## config.mk

```make
export PLATFORM = sky130hd
export DESIGN_NAME = calc_sequencer_flat
export DESIGN_NICKNAME = d
export VERILOG_FILES = /design/src/rtl/calc_pkg.sv /design/src/rtl/calc_sequencer_if.sv /design/src/rtl/calc_digit_acc.sv /design/src/rtl/calc_sequencer.sv /design/src/flat_wrapper.sv
export SDC_FILE = /design/constraint.sdc
export NUM_CORES = 1
export LEC_CHECK = 0
export CAP_MARGIN = 20
export CORE_ASPECT_RATIO = 0.7
export CORE_MARGIN = 2
export CORE_UTILIZATION = 45
export DETAILED_ROUTE_END_ITERATION = 8
export HOLD_SLACK_MARGIN = 0.15
export PLACE_DENSITY_LB_ADDON = 0.08
export SLEW_MARGIN = 10
export SYNTH_ARGS = -nofsm -noshare
export SYNTH_HDL_FRONTEND = slang
export SYNTH_SLANG_ARGS = --single-unit
```

## constraint.sdc

```tcl
create_clock -name clk -period 3.7 [get_ports clk]
set_clock_uncertainty 0.2 [all_clocks]
set_input_delay 0.74 -clock clk [delete_from_list [all_inputs] [get_ports clk]]
set_output_delay 0.74 -clock clk [all_outputs]
set_load 0.02 [all_outputs]
```

## src/rtl/calc_pkg.sv

```systemverilog
// Shared constants for the calculator sequencer: key codes, ALU op codes,
// sequencer state encoding and the decimal overflow limit.
package calc_pkg;

    localparam logic [3:0] KEY_9   = 4'd9;
    localparam logic [3:0] KEY_ADD = 4'd10;
    localparam logic [3:0] KEY_SUB = 4'd11;
    localparam logic [3:0] KEY_MUL = 4'd12;
    localparam logic [3:0] KEY_DIV = 4'd13;
    localparam logic [3:0] KEY_EQ  = 4'd14;
    localparam logic [3:0] KEY_CLR = 4'd15;

    localparam logic [1:0] OP_ADD = 2'b00;
    localparam logic [1:0] OP_SUB = 2'b01;
    localparam logic [1:0] OP_MUL = 2'b10;
    localparam logic [1:0] OP_DIV = 2'b11;

    typedef enum logic [2:0] {
        IDLE,
        ENT_A,
        ENT_B,
        EXEC,
        WAIT,
        SHOW,
        ERR
    } state_e;

    // 10**digits: the first value that no longer fits on the display.
    function automatic int unsigned calc_limit(input int unsigned digits);
        int unsigned l;
        l = 1;
        for (int unsigned i = 0; i < digits; i++) begin
            l = l * 10;
        end
        return l;
    endfunction

    // Operator keys map onto the ALU op encoding in key order.
    function automatic logic [1:0] key_to_op(input logic [3:0] k);
        case (k)
            KEY_SUB: return OP_SUB;
            KEY_MUL: return OP_MUL;
            KEY_DIV: return OP_DIV;
            default: return OP_ADD;
        endcase
    endfunction

endpackage

```

## src/rtl/calc_sequencer_if.sv

```systemverilog
// Key, ALU and display signals of the calculator sequencer. The master side
// is the sequencer itself; the slave side is keypad decode, ALU and display.
interface calc_sequencer_if #(
    parameter int W = 16
);
    logic           key_valid;
    logic [3:0]     key_code;
    logic [W-1:0]   alu_a;
    logic [W-1:0]   alu_b;
    logic [1:0]     alu_op;
    logic           alu_start;
    logic           alu_done;
    logic [2*W-1:0] alu_result;
    logic           alu_err;
    logic [W-1:0]   disp_val;
    logic           disp_err;
    logic           busy;

    modport master (
        input  key_valid, key_code, alu_done, alu_result, alu_err,
        output alu_a, alu_b, alu_op, alu_start, disp_val, disp_err, busy
    );

    modport slave (
        output key_valid, key_code, alu_done, alu_result, alu_err,
        input  alu_a, alu_b, alu_op, alu_start, disp_val, disp_err, busy
    );
endinterface

```

## src/rtl/calc_digit_acc.sv

```systemverilog
// Decimal operand accumulator with digit counter. One instance serves both
// operands: the sequencer clears it when switching from A to B entry.
module calc_digit_acc #(
    parameter int DIGITS = 4,
    parameter int W      = 16
) (
    input  logic         clk,
    input  logic         rst,
    input  logic         clear_i,
    input  logic         load_digit_i,
    input  logic         append_digit_i,
    input  logic [3:0]   digit_i,
    output logic [W-1:0] value_o,
    output logic [W-1:0] value_nxt_o,
    output logic         full_o,
    output logic         empty_o
);

    localparam int CW = $clog2(DIGITS + 1);

    logic [W-1:0]  value_q, value_d;
    logic [CW-1:0] cnt_q, cnt_d;

    // Next value: clear wins, then a fresh first digit, then append while room remains.
    always_comb begin
        value_d = value_q;
        cnt_d   = cnt_q;
        if (clear_i) begin
            value_d = '0;
            cnt_d   = '0;
        end else if (load_digit_i) begin
            value_d = W'(digit_i);
            cnt_d   = CW'(1);
        end else if (append_digit_i && (cnt_q < CW'(DIGITS))) begin
            // Cannot overflow W: only reached with at most DIGITS-1 digits held.
            value_d = value_q * W'(10) + W'(digit_i);
            cnt_d   = cnt_q + CW'(1);
        end
    end

    // Accumulator and digit count registers.
    always_ff @(posedge clk or posedge rst) begin
        if (rst) begin
            value_q <= '0;
            cnt_q   <= '0;
        end else begin
            value_q <= value_d;
            cnt_q   <= cnt_d;
        end
    end

    assign value_o     = value_q;
    assign value_nxt_o = value_d;
    assign full_o      = (cnt_q == CW'(DIGITS));
    assign empty_o     = (cnt_q == '0);

endmodule

```

## src/rtl/calc_sequencer.sv

```systemverilog
// Key-driven calculator sequencer: collects operands, drives the ALU with a
// start/done handshake, supports chained operators, owns the display.
module calc_sequencer
    import calc_pkg::*;
#(
    parameter int DIGITS = 4,
    parameter int W      = 16
) (
    input  logic            clk,
    input  logic            rst,
    calc_sequencer_if.master bus
);

    localparam int unsigned    LIMIT    = calc_limit(DIGITS);
    localparam logic [2*W-1:0] LIMIT_W2 = (2*W)'(LIMIT);

    state_e       state_q, state_d;
    logic [W-1:0] a_q, a_d;
    logic [1:0]   op_q, op_d;
    logic [1:0]   next_op_q, next_op_d;
    logic         chain_q, chain_d;
    logic         abort_q, abort_d;
    logic [W-1:0] alu_a_q, alu_a_d;
    logic [W-1:0] alu_b_q, alu_b_d;
    logic         start_q, start_d;
    logic         busy_q, busy_d;
    logic [W-1:0] disp_q, disp_d, disp_base;
    logic         err_q, err_d;

    logic         acc_clr, acc_load, acc_app;
    logic [W-1:0] acc_val, acc_nxt;
    logic         acc_full, acc_empty;
    logic         go_exec, clear_all, b_nonempty;

    logic         key_dig, key_opr, key_eq, key_clr, ovf;
    logic [1:0]   key_opc;

    assign key_dig = bus.key_valid && (bus.key_code <= KEY_9);
    assign key_opr = bus.key_valid && (bus.key_code >= KEY_ADD) && (bus.key_code <= KEY_DIV);
    assign key_eq  = bus.key_valid && (bus.key_code == KEY_EQ);
    assign key_clr = bus.key_valid && (bus.key_code == KEY_CLR);
    assign key_opc = key_to_op(bus.key_code);
    assign ovf     = (bus.alu_result >= LIMIT_W2);

    // While in ENT_A the accumulator holds A; leaving ENT_A commits it to a_q and
    // the accumulator is reused for B.
    calc_digit_acc #(.DIGITS(DIGITS), .W(W)) u_acc (
        .clk            (clk),
        .rst            (rst),
        .clear_i        (acc_clr),
        .load_digit_i   (acc_load),
        .append_digit_i (acc_app),
        .digit_i        (bus.key_code),
        .value_o        (acc_val),
        .value_nxt_o    (acc_nxt),
        .full_o         (acc_full),
        .empty_o        (acc_empty)
    );

    // Next-state and register updates driven by keys and ALU completion.
    always_comb begin
        state_d   = state_q;
        a_d       = a_q;
        op_d      = op_q;
        next_op_d = next_op_q;
        chain_d   = chain_q;
        abort_d   = abort_q;
        alu_a_d   = alu_a_q;
        alu_b_d   = alu_b_q;
        disp_base = disp_q;
        acc_clr   = 1'b0;
        acc_load  = 1'b0;
        acc_app   = 1'b0;
        go_exec   = 1'b0;
        clear_all = 1'b0;

        if (key_clr && (state_q != WAIT)) begin
            clear_all = 1'b1;
        end else begin
            case (state_q)
                IDLE: begin
                    if (key_dig) begin
                        acc_load = 1'b1;
                        state_d  = ENT_A;
                    end else if (key_opr) begin
                        a_d     = '0;
                        op_d    = key_opc;
                        acc_clr = 1'b1;
                        state_d = ENT_B;
                    end
                end
                ENT_A: begin
                    if (key_dig) begin
                        acc_app = !acc_full;
                    end else if (key_opr) begin
                        a_d     = acc_val;
                        op_d    = key_opc;
                        acc_clr = 1'b1;
                        state_d = ENT_B;
                    end else if (key_eq) begin
                        a_d       = acc_val;
                        disp_base = acc_val;
                        state_d   = SHOW;
                    end
                end
                ENT_B: begin
                    if (key_dig) begin
                        acc_app = !acc_full;
                    end else if (key_opr) begin
                        // With no B digits yet an operator just replaces the pending one.
                        if (acc_empty) begin
                            op_d = key_opc;
                        end else begin
                            chain_d   = 1'b1;
                            next_op_d = key_opc;
                            go_exec   = 1'b1;
                        end
                    end else if (key_eq) begin
                        chain_d = 1'b0;
                        go_exec = 1'b1;
                    end
                end
                EXEC: state_d = WAIT;
                WAIT: begin
                    // A CLR arriving with done counts as an abort; other keys are dropped.
                    if (bus.alu_done) begin
                        if (abort_q || key_clr) begin
                            clear_all = 1'b1;
                        end else if (bus.alu_err || ovf) begin
                            state_d = ERR;
                        end else if (chain_q) begin
                            a_d     = bus.alu_result[W-1:0];
                            op_d    = next_op_q;
                            chain_d = 1'b0;
                            acc_clr = 1'b1;
                            state_d = ENT_B;
                        end else begin
                            a_d       = bus.alu_result[W-1:0];
                            disp_base = bus.alu_result[W-1:0];
                            state_d   = SHOW;
                        end
                    end else if (key_clr) begin
                        abort_d = 1'b1;
                    end
                end
                SHOW: begin
                    if (key_dig) begin
                        acc_load = 1'b1;
                        state_d  = ENT_A;
                    end else if (key_opr) begin
                        op_d    = key_opc;
                        acc_clr = 1'b1;
                        state_d = ENT_B;
                    end
                end
                ERR:     ;
                default: clear_all = 1'b1;
            endcase
        end

        if (go_exec) begin
            alu_a_d = a_q;
            alu_b_d = acc_val;
            state_d = EXEC;
        end

        if (clear_all) begin
            state_d   = IDLE;
            a_d       = '0;
            op_d      = OP_ADD;
            next_op_d = OP_ADD;
            chain_d   = 1'b0;
            abort_d   = 1'b0;
            alu_a_d   = '0;
            alu_b_d   = '0;
            disp_base = '0;
            acc_clr   = 1'b1;
        end

        start_d = (state_d == EXEC);
        busy_d  = (state_d == EXEC) || (state_d == WAIT);
        err_d   = (state_d == ERR);
    end

    // Display value for the state being entered, so disp_val can be registered.
    always_comb begin
        b_nonempty = !acc_clr && (acc_app || acc_load || !acc_empty);
        case (state_d)
            IDLE, ERR: disp_d = '0;
            ENT_A:     disp_d = acc_nxt;
            ENT_B:     disp_d = b_nonempty ? acc_nxt : a_d;
            default:   disp_d = disp_base;
        endcase
    end

    // Sequencer state and registered outputs.
    always_ff @(posedge clk or posedge rst) begin
        if (rst) begin
            state_q   <= IDLE;
            a_q       <= '0;
            op_q      <= OP_ADD;
            next_op_q <= OP_ADD;
            chain_q   <= 1'b0;
            abort_q   <= 1'b0;
            alu_a_q   <= '0;
            alu_b_q   <= '0;
            start_q   <= 1'b0;
            busy_q    <= 1'b0;
            disp_q    <= '0;
            err_q     <= 1'b0;
        end else begin
            state_q   <= state_d;
            a_q       <= a_d;
            op_q      <= op_d;
            next_op_q <= next_op_d;
            chain_q   <= chain_d;
            abort_q   <= abort_d;
            alu_a_q   <= alu_a_d;
            alu_b_q   <= alu_b_d;
            start_q   <= start_d;
            busy_q    <= busy_d;
            disp_q    <= disp_d;
            err_q     <= err_d;
        end
    end

    assign bus.alu_a     = alu_a_q;
    assign bus.alu_b     = alu_b_q;
    assign bus.alu_op    = op_q;
    assign bus.alu_start = start_q;
    assign bus.busy      = busy_q;
    assign bus.disp_val  = disp_q;
    assign bus.disp_err  = err_q;

endmodule

```

## src/flat_wrapper.sv

```systemverilog
// flat-port wrapper written by rule: the top's interface ports become plain ports
module calc_sequencer_flat import calc_pkg::*;
#(
    parameter int DIGITS = 4,
    parameter int W      = 16
)
  (clk, rst, bus_key_valid, bus_key_code, bus_alu_done, bus_alu_result, bus_alu_err, bus_alu_a, bus_alu_b, bus_alu_op, bus_alu_start, bus_disp_val, bus_disp_err, bus_busy);
  calc_sequencer_if #(.W(W)) bus_i ();
  input  logic clk;
  input  logic rst;
  input wire logic [$bits(bus_i.key_valid)-1:0] bus_key_valid;
  input wire logic [$bits(bus_i.key_code)-1:0] bus_key_code;
  input wire logic [$bits(bus_i.alu_done)-1:0] bus_alu_done;
  input wire logic [$bits(bus_i.alu_result)-1:0] bus_alu_result;
  input wire logic [$bits(bus_i.alu_err)-1:0] bus_alu_err;
  output wire logic [$bits(bus_i.alu_a)-1:0] bus_alu_a;
  output wire logic [$bits(bus_i.alu_b)-1:0] bus_alu_b;
  output wire logic [$bits(bus_i.alu_op)-1:0] bus_alu_op;
  output wire logic [$bits(bus_i.alu_start)-1:0] bus_alu_start;
  output wire logic [$bits(bus_i.disp_val)-1:0] bus_disp_val;
  output wire logic [$bits(bus_i.disp_err)-1:0] bus_disp_err;
  output wire logic [$bits(bus_i.busy)-1:0] bus_busy;
  assign bus_i.key_valid = bus_key_valid;
  assign bus_i.key_code = bus_key_code;
  assign bus_i.alu_done = bus_alu_done;
  assign bus_i.alu_result = bus_alu_result;
  assign bus_i.alu_err = bus_alu_err;
  assign bus_alu_a = bus_i.alu_a;
  assign bus_alu_b = bus_i.alu_b;
  assign bus_alu_op = bus_i.alu_op;
  assign bus_alu_start = bus_i.alu_start;
  assign bus_disp_val = bus_i.disp_val;
  assign bus_disp_err = bus_i.disp_err;
  assign bus_busy = bus_i.busy;
  calc_sequencer #(.DIGITS(DIGITS), .W(W)) u_core (.clk(clk), .rst(rst), .bus(bus_i));
endmodule
```

# After elaboration in Yosys (flattened, before gate mapping)

Cells that the tools add are included.

Output and inout bits: 53
Bits of input ports: 41
Register bits: 95
Word-level logic and storage cells: 206

Multiply operators: 1
Eq/ne operators: 41
Add/sub/neg operators: 2
Mux-type cells: 105
Magnitude comparators: 5
Reductions and logical operators: 38

Operators with widths:

| operator                                                                              | number |
|---|---|
| 16-bit 2-to-1 mux                                                                     | 27 |
| 16-bit case mux with 3 select lines                                                   | 2 |
| 3-bit 2-to-1 mux                                                                      | 15 |
| 1-bit 2-to-1 mux                                                                      | 37 |
| 2-bit 2-to-1 mux                                                                      | 17 |
| 32-bit by 14-bit greater-or-equal comparator with 1-bit output, second input constant | 1 |
| 16-bit case mux with 2 select lines                                                   | 1 |
| 6-bit by 5-bit != test with 1-bit output, second input constant                       | 4 |
| 4-bit equality test, second input constant                                            | 5 |
| 3-bit equality test, second input constant                                            | 6 |
| 16-bit by 4-bit adder with 16-bit output                                              | 1 |
| 16-bit by 3-bit multiplier with 15-bit output, second input constant                  | 1 |
| 3-bit by 2-bit != test with 1-bit output, second input constant                       | 5 |
| 3-bit by 2-bit equality test with 1-bit output, second input constant                 | 4 |
| 3-bit by 1-bit != test with 1-bit output, second input constant                       | 4 |
| 2-bit case mux with 3 select lines                                                    | 2 |
| 3-bit case mux with 4 select lines                                                    | 1 |
| 11-bit AND reduction                                                                  | 1 |
| 2-bit nonzero test                                                                    | 5 |
| 3-bit zero test                                                                       | 3 |
| 9-bit AND reduction                                                                   | 1 |
| 4-bit less-or-equal comparator, second input constant                                 | 2 |
| 1-bit logical AND                                                                     | 8 |
| 8-bit AND reduction                                                                   | 1 |
| other kinds (24)                                                                      | 38 |

# Depth between registers and ports, before layout

Word-level depth: 13
Gate-level depth with buffers: 13

# Modules after synthesis

From an unflattened synthesis, not the netlist that was laid out.

Cell total of the unflattened synthesis: 680
Area total of the unflattened synthesis: 6139.6 um2

By module, submodules not included:

| module         | area an instance (um2) | seq. area each (um2) | cells an instance | times used |
|---|---|---|---|---|
| calc_sequencer | 4231.6                 | 1901.8               | 473               | 1 |
| calc_digit_acc | 1908.1                 | 475.5                | 207               | 1 |

# Worst setup path before layout

No wires, ideal clock.

Kind: register to register
Start: register u_core.u_acc.value_q[1], in the netlist u_core.u_acc.value_o[1]
End: register u_core.disp_q[15], in the netlist u_core.bus.disp_val[15]
Slack: 0.136 ns
Period minus slack after synthesis: 3.564 ns
Data arrival time: 3.235 ns
Path buffers: 0
Library setup time: 0.129 ns
Stages on the path, launching flop included: 14
Data required time: 3.371 ns
Path through: dfrtp_1 -> ha_1 -> ha_1 -> inv_1 -> fa_1 -> xor2_1 -> nor4b_4 -> nor3b_2 -> and4_4 -> nand3_2 -> or4b_1 -> nand3_1 -> nor3b_2 -> o22ai_1

Cells in the longest elaborated chain, start to end: 7

Ends and longest elaborated chain:

| item                                            | RTL line              | text |
|---|---|---|
| from (decl)                                     | calc_digit_acc.sv:21  | `logic [W-1:0] value_q, value_d;` |
| from (signal assigned)                          | calc_digit_acc.sv:47  | `value_q <= value_d;` |
| 16-bit by 3-bit multiplier with 15-bit output * | calc_digit_acc.sv:36  | `value_d = value_q * W'(10) + W'(digit_i);` |
| 16-bit by 4-bit adder with 16-bit output *      | calc_digit_acc.sv:36  |  |
| 16-bit 2-to-1 mux *                             | calc_digit_acc.sv:34  | `end else if (append_digit_i && (cnt_q < CW'(DIGITS))) begin` |
| 16-bit 2-to-1 mux *                             | calc_digit_acc.sv:31  | `end else if (load_digit_i) begin` |
| 16-bit 2-to-1 mux *                             | calc_digit_acc.sv:28  | `if (clear_i) begin` |
| 16-bit 2-to-1 mux                               | calc_sequencer.sv:191 | `ENT_B: disp_d = b_nonempty ? acc_nxt : a_d;` |
| 16-bit case mux with 3 select lines *           | calc_sequencer.sv:188 | `case (state_d)` |
| to (signal assigned)                            | calc_sequencer.sv:222 | `disp_q <= disp_d;` |
| to (decl)                                       | calc_sequencer.sv:27  | `logic [W-1:0] disp_q, disp_d, disp_base;` |

Every way passes the cells marked *; elsewhere a longest branch is shown, timed or not.
A chain may end at the register's enable or synchronous reset.

# Final worst setup path

Ends and elaborated chain as after synthesis.

==> impl_metrics.csv <==
group,metric,value,unit
status,outcome,"complete, no violations",
clock_network,htreeDepth,3,
min_path,worst_hold_path.num_cells,2,
sta,slew_headroom,55.1,%
critical_path,crit_arrival,3.60,ns
routing,drtIter0Drc,546,
yosys,ys_seq_area_share,40.2,%
floorplanning,dieArea,0.0141,sq mm
routing,dr_total_vias,5632,
critical_path,cp.depth,12,
yosys,syn_avg_cell_area,9.41,sq um
floorplanning,rows,35,
finish,design_area,0.00786,sq mm
sta,worstMarginPinSlew,0.673,ns
routing,vias_per_cell,6.00,
yosys,synth_fp_nets,700,
routing,drt_pass1_iterations,5,
yosys,synth_seq_cells,95,
critical_path,required,3.72,ns
sta,holdWs,0.292,ns
clock_network,cts_buffer_depth,2,
clock_network,clk_pin_slew,0.07,ns
finish,area_delta_synth_final,32.8,%
min_path,min_path_type,"reg -> reg",
power,ir_worst_vdd,0.000458,V
grt,grt_pass1_wl,30.7,mm
routing,drc,0,
place,dpl_cell_area,0.00746,sq mm
critical_path,cp_slowest_stage_delay,0.52,ns
critical_path,crit_type,"reg -> reg",
clock_network,numCtsBuffers,9,
grt,grt_max_degree,48,
clock_network,clock_sinks,95,
critical_path,crit_chain,"ha_1, ha_2, inv_2, fa_2, nor4b_4, nor3b_2, and4_4, nand3_2, or4b_4, nand3_1, nor3b_4, o22ai_1",
sta,period_minus_slack,3.58,ns
sta,fmax,280,MHz
finish,drive_gt1_share,17.7,%
critical_path,rr_worst_depth,12,
clock_network,root_buffer,"clkbuf_16",
yosys,ys_types,80,
place,dp_hpwl,15.1,mm
finish,nNetsFinal,839,
yosys,synth.most_common_cell,"dfrtp_1",
floorplanning,dieWidth,141,um
floorplanning,core,0.0130,sq mm
yosys,yosysTopAreaCell,"dfrtp_1",
power,power,6.46,mW
sta,hold_viol_final,0,
yosys,netlist_instances,629,
floorplanning,io_pins,94,
job,max_cap_viol_count,0,
floorplanning,initial_utilization,45.5,%
sta,setup_tns,0,ns
place,io_buffers,93,
yosys,synth-edff-count,0,
sta,setup_viol,0,
yosys,synth_top_cell_area_share,40.2,%
power,p_per_area,822,mW/mm^2
power,p_leak,3.54,nW
yosys,synth-main-ff-cell,"dfrtp_1",
critical_path,endpoint_kind,"register",
yosys,synthTopCellsByCount,"dfrtp_1 (95), nor2_1 (71), nand2_1 (67)",
yosys,yosys_warnings,0,
clock_network,insertion_delay,0.35,ns
sta,finalCritPeriodShare,96.6,%
clock_network,hold_buffers,0,
critical_path,cp-start-kind,"register",
critical_path,cp_max_fo,3,
routing,antenna_left,0,
yosys,synth.area.top_cells,"dfrtp_1 (40%), ha_1 (5.9%), nor2_1 (4.5%), nand2_1 (4.2%), a22o_1 (3.8%)",
clock_network,tritoncts,"built",
grt,antenna_found_initial,0,
critical_path,cp_slowest_cell,"or4b_4",
critical_path,cp.buffers_inverters,1,
critical_path,reg2reg_setup_slack,0.12,ns
floorplanning,die_h,100,um
finish,n_antenna_cell,0,
critical_path,crit_family,"simple AND/OR/NAND/NOR gates",
place,routabilityCongestion,0.913,
grt,grt_pass1_vias,5329,
routing,wire_per_inst,21.2,um
grt,grt_overflow,0,
routing,drt_wl_total,19.9,mm
sta,maxSlewViolCount,0,
yosys,synth-async-reset-ratio,100,%
finish,layout.cells.non_filler,938,
yosys,synth.cell_area,0.00592,sq mm
grt,grt_use_total,28.5,%
place,placed_cells,920,
[per-layer routing]
metal	GRT usage, %	wire, um	up-vias
met3	7.68	1570	28
met1	42.1	9480	2748
met2	42.1	8540	250
met5	0	0	-
met4	6.31	279	0
li1	-	-	2606
[per-stage QoR]
step | util, % | setup WS, ns
floorplan | - | 0.136
global placement | 57.4 | -0.0734
detailed placement | 57.4 | -0.133
CTS | 59.8 | 0.0171
global route | 60.4 | -0.0203
finish | 60.4 | 0.124
[worst register-to-register path: stages (launching register included)]
cell and delay (ns):
dfrtp_1 0.39, ha_1 0.30, ha_2 0.20, inv_2 0.06
fa_2 0.48, nor4b_4 0.32, nor3b_2 0.24, and4_4 0.26
nand3_2 0.08, or4b_4 0.52, nand3_1 0.10, nor3b_4 0.22
o22ai_1 0.10
[repair_timing]
item                       in CTS  in global routing
setup endpoints to repair       0                  8
resized for setup               0                 14
setup buffers                   0                  2
[worst paths after layout]
kind | startpoint | to
setup / recovery | u_core.u_acc.value_o[1]$_DFF_PP0_ | u_core.bus.disp_val[15]$_DFFE_PP0P_
hold / removal | u_core.bus.alu_op[1]$_DFFE_PP0P_ | u_core.bus.alu_op[1]$_DFFE_PP0P_
setup reg to reg | u_core.u_acc.value_o[1]$_DFF_PP0_ | u_core.bus.disp_val[15]$_DFFE_PP0P_
hold reg to reg | u_core.bus.alu_op[1]$_DFFE_PP0P_ | u_core.bus.alu_op[1]$_DFFE_PP0P_
max in group asynchronous | rst | u_core.bus.disp_val[9]$_DFFE_PP0P_
min in group asynchronous | rst | u_core.bus.alu_a[0]$_DFFE_PP0P_
[where the power goes]
part / switching (mW) / total (mW) / internal, mW
Sequential: 0.290 / 1.55 / 1.26
Clock: 0.427 / 1.02 / 0.594
Combinational: 2.28 / 3.89 / 1.61
[cells in the final DEF (no fill, tap or decap), types with 3 or more instances in the layout]
cell type / instances
o211ai_1: 5
nand4_1: 3
a22oi_1: 22
a211o_1: 3
clkbuf_16: 9
ha_1: 26
a211oi_1: 6
a211oi_2: 5
and2_1: 5
inv_1: 14
a21o_1: 7
nand2b_1: 11
a21oi_2: 3
xor2_1: 9
xnor2_1: 10
a221o_1: 8
o21ai_0: 12
o22ai_1: 9
buf_12: 5
dfrtp_1: 95
a21oi_1: 44
o31ai_1: 3
nand2_1: 67
nor3b_1: 4
nand3_1: 8
mux2i_1: 8
nor2_1: 71
a22o_1: 26
nor2b_1: 6
nor4b_2: 3
nor3_1: 20
clkdlybuf4s50_1: 93
o221ai_2: 4
nor4_1: 8
inv_2: 4
buf_4: 63
o21ai_1: 5
[layout make-up]
cell class	instances	area [sq um]
fill	1103	5140
multi-input combinational	481	3380
sequential	95	2380
timing repair buffer	161	1500
clock buffer	9	225
tap	166	208
clock inverter	6	92.6
inverter	20	77.6
[cell families after synthesis]
kind of cell / after synthesis / share of synthesized area [%]
AOI/OAI and AO/OA: 187 / 24.1
xor gates and xnor gates: 20 / 2.96
adders and majority gates: 30 / 6.59
buffers and inverters: 53 / 3.91
DFF: 95 / 40.2
muxes: 10 / 1.73
and+or+nand+nor: 234 / 20.6
[flip-flops by register name (all words and copies together), names as in the netlist, 3 cells and up]
register	flops
u_core.a_q	16
u_core.bus.alu_a	16
u_core.bus.alu_b	16
u_core.bus.disp_val	16
u_core.u_acc.value_o	16
u_core.state_q	3
u_core.u_acc.cnt_q	3
(Power assumes the default switching activity.)
==> patch 1, RTL diff (config.mk and constraints unchanged) <==
Take the reset off `a_q` and load it in a clocked block of its own.
--- a/src/rtl/calc_sequencer.sv
+++ b/src/rtl/calc_sequencer.sv
@@ -199,3 +199,2 @@
             state_q   <= IDLE;
-            a_q       <= '0;
             op_q      <= OP_ADD;
@@ -212,3 +211,2 @@
             state_q   <= state_d;
-            a_q       <= a_d;
             op_q      <= op_d;
@@ -226,2 +224,6 @@
 
+    always_ff @(posedge clk) begin
+        a_q <= a_d;
+    end
+
     assign bus.alu_a     = alu_a_q;
Check against the original RTL: no difference found for any inputs over 4 cycles, from zero or initial values and one cycle with rst high; that may be too few to reach the edited logic, so the function may still have changed.
==> patch 1 against the original RTL <==
  * Combinational power shrank 16%
  * Largest power group unchanged
  * Setup slack gained 0.11 ns
  * Via count decreased by 1.0%
  * Global-route usage fell by 1.8 points
  * Fmax grew 3.1%
  * Largest cell class unchanged
  * Area after synthesis is 3.4% lower
  * Routed wire length decreased by 8.3%
  * Cell area is 3.9% lower
  * Critical path type unchanged
  * Total power fell by 11%
  * Sequential cell count unchanged
==> patch 1: results (changes against the original RTL) <==
* Status: finished clean
* IR drop worst, VDD at 0.000452 V (-1.2%)
* Maximum fanout count along the critical path at 4 (+1)
* Internal power contribution at 0.00317 W (-8.6%)
* Total routing resource utilization after global routing at 0.268 (-0.0176)
* Global-route wire length before repair at 28800 um (-6.2%)
* Static Leakage at 3.27 nW (-7.6%)
* Detail-routed via count per cell at 5.81 (-3.2%)
* Signal arrival time at the worst endpoint at 3.50 ns (-0.10 ns)
* Worst Min Path Start: u_core.a_q[12]$_DFF_P_
* Placed instance count at 943 (+2.5%)
* Comb power at 0.00326 W (-16%)
* Number of placement rows at 34 (-2.9%)
* Largest net degree at the start of global routing at 41 (-15%)
* Worst Hold Endpoint: u_core.bus.alu_a[12]$_DFFE_PP0P_
* Met3 routed WL at 1300 um (-17%)
* Number of global-route vias before repair at 5193 (-2.6%)
* Syn nets at 728 (+4.0%)
* Final net count at 863 (+2.9%)
* Number of detailed-routing iterations run before antenna repair at 7 (+2)
* Min-Delay Path Class: register to register
* FILL cells at 1084 (-1.7%)
* Routed wire length on met2 at 7530 um (-12%)
* Power of the sequential group at 0.00161 W (+4%)
* Internal reg-to-reg setup slack at 0.23 ns (+0.11 ns)
* Met3 usage in global routing at 0.0515 (-0.0253)
* Post-route met1 wirelength at 9230 um (-2.6%)
* Average footprint of a synthesized cell at 8.71 um2 (-7.5%)
* GRT met1 Usage at 0.423 (+0.00140)
* Gpl congestion at 0.952 (+4.3%)
* Share of post-route cells with drive strength above 1 at 0.148 (-0.0294)
* Number of clock buffers inserted by TritonCTS at 9 (unchanged)
* CP endpoint: u_core.bus.disp_val[13]$_DFFE_PP0P_
* HPWL after detailed placement at 14000 um (-7.0%)
* Area of placed instances at 7260 um2 (-2.6%)
* Top post-synthesis cells by area: sky130_fd_sc_hd__dfrtp_1 (35%), sky130_fd_sc_hd__a21oi_1 (7.0%), sky130_fd_sc_hd__nand2_1 (6.8%)
* Overall routed net length at 18200 um (-8.3%)
* Initial DRC Count at 635 (+16%)
-- patch 1: final cells by class --
cell class                 count  area [um2]  area share
inverter                      23        87.6      0.0116
clock inverter                 6        50.0     0.00662
sequential                    95        2300       0.304
clock buffer                  10         229      0.0303
tap                          162         203      0.0268
timing repair buffer         163        1510       0.199
multi-input combinational    500        3190       0.421
-- patch 1: stage by stage --
step	hold WS [ns]	worst slack [ns]	total power, W
after floorplan	0.226	0.535	0.00356
after global placement	0.242	-0.0157	0.00476
after detailed placement	0.242	-0.109	0.00481
after CTS	0.256	0.151	0.00571
after global routing	0.269	0.00602	0.00613
final	0.251	0.233	0.00576
-- patch 1: kinds of logic (layout without fill, tap and decap cells) --
| family | Yosys count | after routing | share of synthesized area |
|---|---|---|---|
| AND/OR/NAND/NOR | 255 | 255 | 0.210 |
| AO/OA/AOI/OAI | 188 | 188 | 0.228 |
| flip-flops | 95 | 95 | 0.402 |
| buffers and inverters | 62 | 202 | 0.0494 |
| adder cells (fa/ha/maj) | 30 | 30 | 0.0682 |
| XOR/XNOR | 24 | 24 | 0.0367 |
| multiplexers | 3 | 3 | 0.00525 |
-- patch 1: critical path, stage by stage (launching register included) --
cell,delay [ns]
sky130_fd_sc_hd__dfrtp_1,0.38
sky130_fd_sc_hd__ha_1,0.29
sky130_fd_sc_hd__ha_1,0.20
sky130_fd_sc_hd__inv_1,0.07
sky130_fd_sc_hd__fa_1,0.40
sky130_fd_sc_hd__xnor2_1,0.40
sky130_fd_sc_hd__nor3b_1,0.32
sky130_fd_sc_hd__nand3_1,0.15
sky130_fd_sc_hd__inv_1,0.14
sky130_fd_sc_hd__nand3_1,0.10
sky130_fd_sc_hd__xor2_1,0.24
sky130_fd_sc_hd__a211oi_2,0.13
sky130_fd_sc_hd__a221o_1,0.32
==> patch 2, RTL diff (same flow settings) <==
Without the edit above. `W` is set to 16 in 4 places; all go to 32.
--- a/src/rtl/calc_sequencer_if.sv
+++ b/src/rtl/calc_sequencer_if.sv
@@ -3,3 +3,3 @@
 interface calc_sequencer_if #(
-    parameter int W = 16
+    parameter int W = 32
 );
--- a/src/rtl/calc_digit_acc.sv
+++ b/src/rtl/calc_digit_acc.sv
@@ -4,3 +4,3 @@
     parameter int DIGITS = 4,
-    parameter int W      = 16
+    parameter int W      = 32
 ) (
--- a/src/rtl/calc_sequencer.sv
+++ b/src/rtl/calc_sequencer.sv
@@ -6,3 +6,3 @@
     parameter int DIGITS = 4,
-    parameter int W      = 16
+    parameter int W      = 32
 ) (
--- a/src/flat_wrapper.sv
+++ b/src/flat_wrapper.sv
@@ -4,3 +4,3 @@
     parameter int DIGITS = 4,
-    parameter int W      = 16
+    parameter int W      = 32
 )
Interface: changed (resized bus_alu_a, bus_alu_b, bus_alu_result and bus_disp_val); port bits go from 94 to 174. The function was not compared with the original's and may differ.
==> patch 2 against the original RTL <==
  * The run now ends with negative setup slack left
  * Setup slack got worse by 0.53 ns
  * Total power increased by 150%
  * Sequential cell count increased by 80
  * Cell area increased by 120%
  * Area after synthesis increased by 98%
  * Routed wire length increased by 130%
  * Critical path depth increased by 6
  * Critical endpoint is now u_core.bus.disp_val[31]$_DFFE_PP0P_
  * Largest power group unchanged
  * Highest routed layer unchanged
==> patch 2: results (changes against the original RTL) <==
* Share of post-route cells with drive strength above 1 at 0.267 (+0.0891)
* Overall routed net length at 45300 um (+130%)
* Violations in the final reports: negative setup slack
* Clk Latency, worst-skew pair at 0.45 ns (+0.10 ns)
* Syn nets at 1556 (+120%)
* Largest net degree at the start of global routing at 144 (+200%)
* Number of global-route vias before repair at 12400 (+130%)
* Worst-case headroom to the max-slew limit at 0.403 (-0.148)
* Top post-synthesis cells by area: sky130_fd_sc_hd__dfrtp_1 (37%), sky130_fd_sc_hd__nand2_1 (8.5%), sky130_fd_sc_hd__a21oi_1 (6.6%)
* Routed wire length on met2 at 19900 um (+130%)
* Maximum fanout count along the critical path at 5 (+2)
* Count of vias placed by the detailed router at 12900 (+130%)
* Setup violation total in the final timing report at 35 (+35)
* Buffers added on ports at 173 (+86%)
* HPWL after detailed placement at 34000 um (+130%)
* Area of placed instances at 16000 um2 (+110%)
* Worst slack, placed at -0.783 ns (-0.650 ns)
* Launch instance of the worst register-to-register path: u_core.u_acc.value_o[3]$_DFF_PP0_
* Worst Hold Endpoint: u_core.bus.alu_a[21]$_DFFE_PP0P_
* Signal arrival time at the worst endpoint at 4.27 ns (+0.67 ns)
* Aggregate negative setup slack at -6.23 ns (-6.23 ns)
* Gpl congestion at 0.999 (+9.4%)
* Global-route wire length before repair at 69600 um (+130%)
* Status: finished, violations left
* Number of clock buffers inserted by TritonCTS at 17 (+8)
* Worst path setup slack after routing at -0.409 ns (-0.533 ns)
* Post-route met1 wirelength at 20900 um (+120%)
* Distinct cell type count of the synthesized netlist at 88 (+10%)
* Fraction of the yosys area taken by sequential cells at 0.373 (-0.0283)
* Placed instance count at 2139 (+130%)
* CP endpoint: u_core.bus.disp_val[31]$_DFFE_PP0P_
* Clock H-tree levels at 4 (+1)
* CTS-repair resized insts at 38 (+38)
* Worst Min Path Start: u_core.a_q[21]$_DFF_PP0_
* Met3 routed WL at 3330 um (+110%)
* IR drop worst, VDD at 0.000493 V (+7.6%)
* Tightest hold margin at 0.299 ns (+0.00703 ns)
* Crit-path max cell delay at 0.45 ns (-0.07 ns)
* Static Leakage at 7.85 nW (+120%)
* Total routing resource utilization after global routing at 0.327 (+0.0414)
* Number of detailed-routing iterations run before antenna repair at 6 (+1)
* Initial DRC Count at 1220 (+120%)
patch 2: changes by cell type in the layout (fill, tap and decap cells not counted), moves of 15 or more:
cell	unedited run	this run
sky130_fd_sc_hd__buf_4	63	319
sky130_fd_sc_hd__ha_1	26	56
sky130_fd_sc_hd__nor2_1	71	97
sky130_fd_sc_hd__nand4_1	3	21
sky130_fd_sc_hd__a22oi_1	22	7
sky130_fd_sc_hd__a22o_1	26	0
sky130_fd_sc_hd__o21ai_0	12	122
sky130_fd_sc_hd__nand2_1	67	261
sky130_fd_sc_hd__clkdlybuf4s50_1	93	171
sky130_fd_sc_hd__mux2i_1	8	31
sky130_fd_sc_hd__a21oi_1	44	150
sky130_fd_sc_hd__a21o_1	7	32
sky130_fd_sc_hd__dfrtp_1	95	174
patch 2: where the power goes:
group | switching (W) | internal [W]
logic | 0.00576 | 0.00486
registers | 0.000624 | 0.00267
clock network | 0.000853 | 0.00115
patch 2: layout make-up:
class / instances / area [um2]
Tap cell: 331 / 414
Fill cell: 2096 / 8220
Timing Repair Buffer: 511 / 4410
Multi-Input combinational cell: 1133 / 7500
Clock inverter: 14 / 203
Inverter: 17 / 67.6
Clock buffer: 18 / 429
Sequential cell: 175 / 4380
patch 2: kinds of logic (layout without fill, tap and decap cells):
logic type,after synthesis,in the layout,share of synthesized area
xor+xnor,47,47,0.0376
compound gates,459,459,0.243
simple gates,531,531,0.208
flops,175,175,0.373
buf+inv,113,560,0.0414
fa+ha+maj,62,62,0.0674
mux,34,34,0.0295
patch 2: per-layer routing:
metal  vias up  global-route usage
met4         0              0.0894
li1       5968                   -
met2       579               0.490
met3        74              0.0606
met1      6276               0.482
met5         -                   0
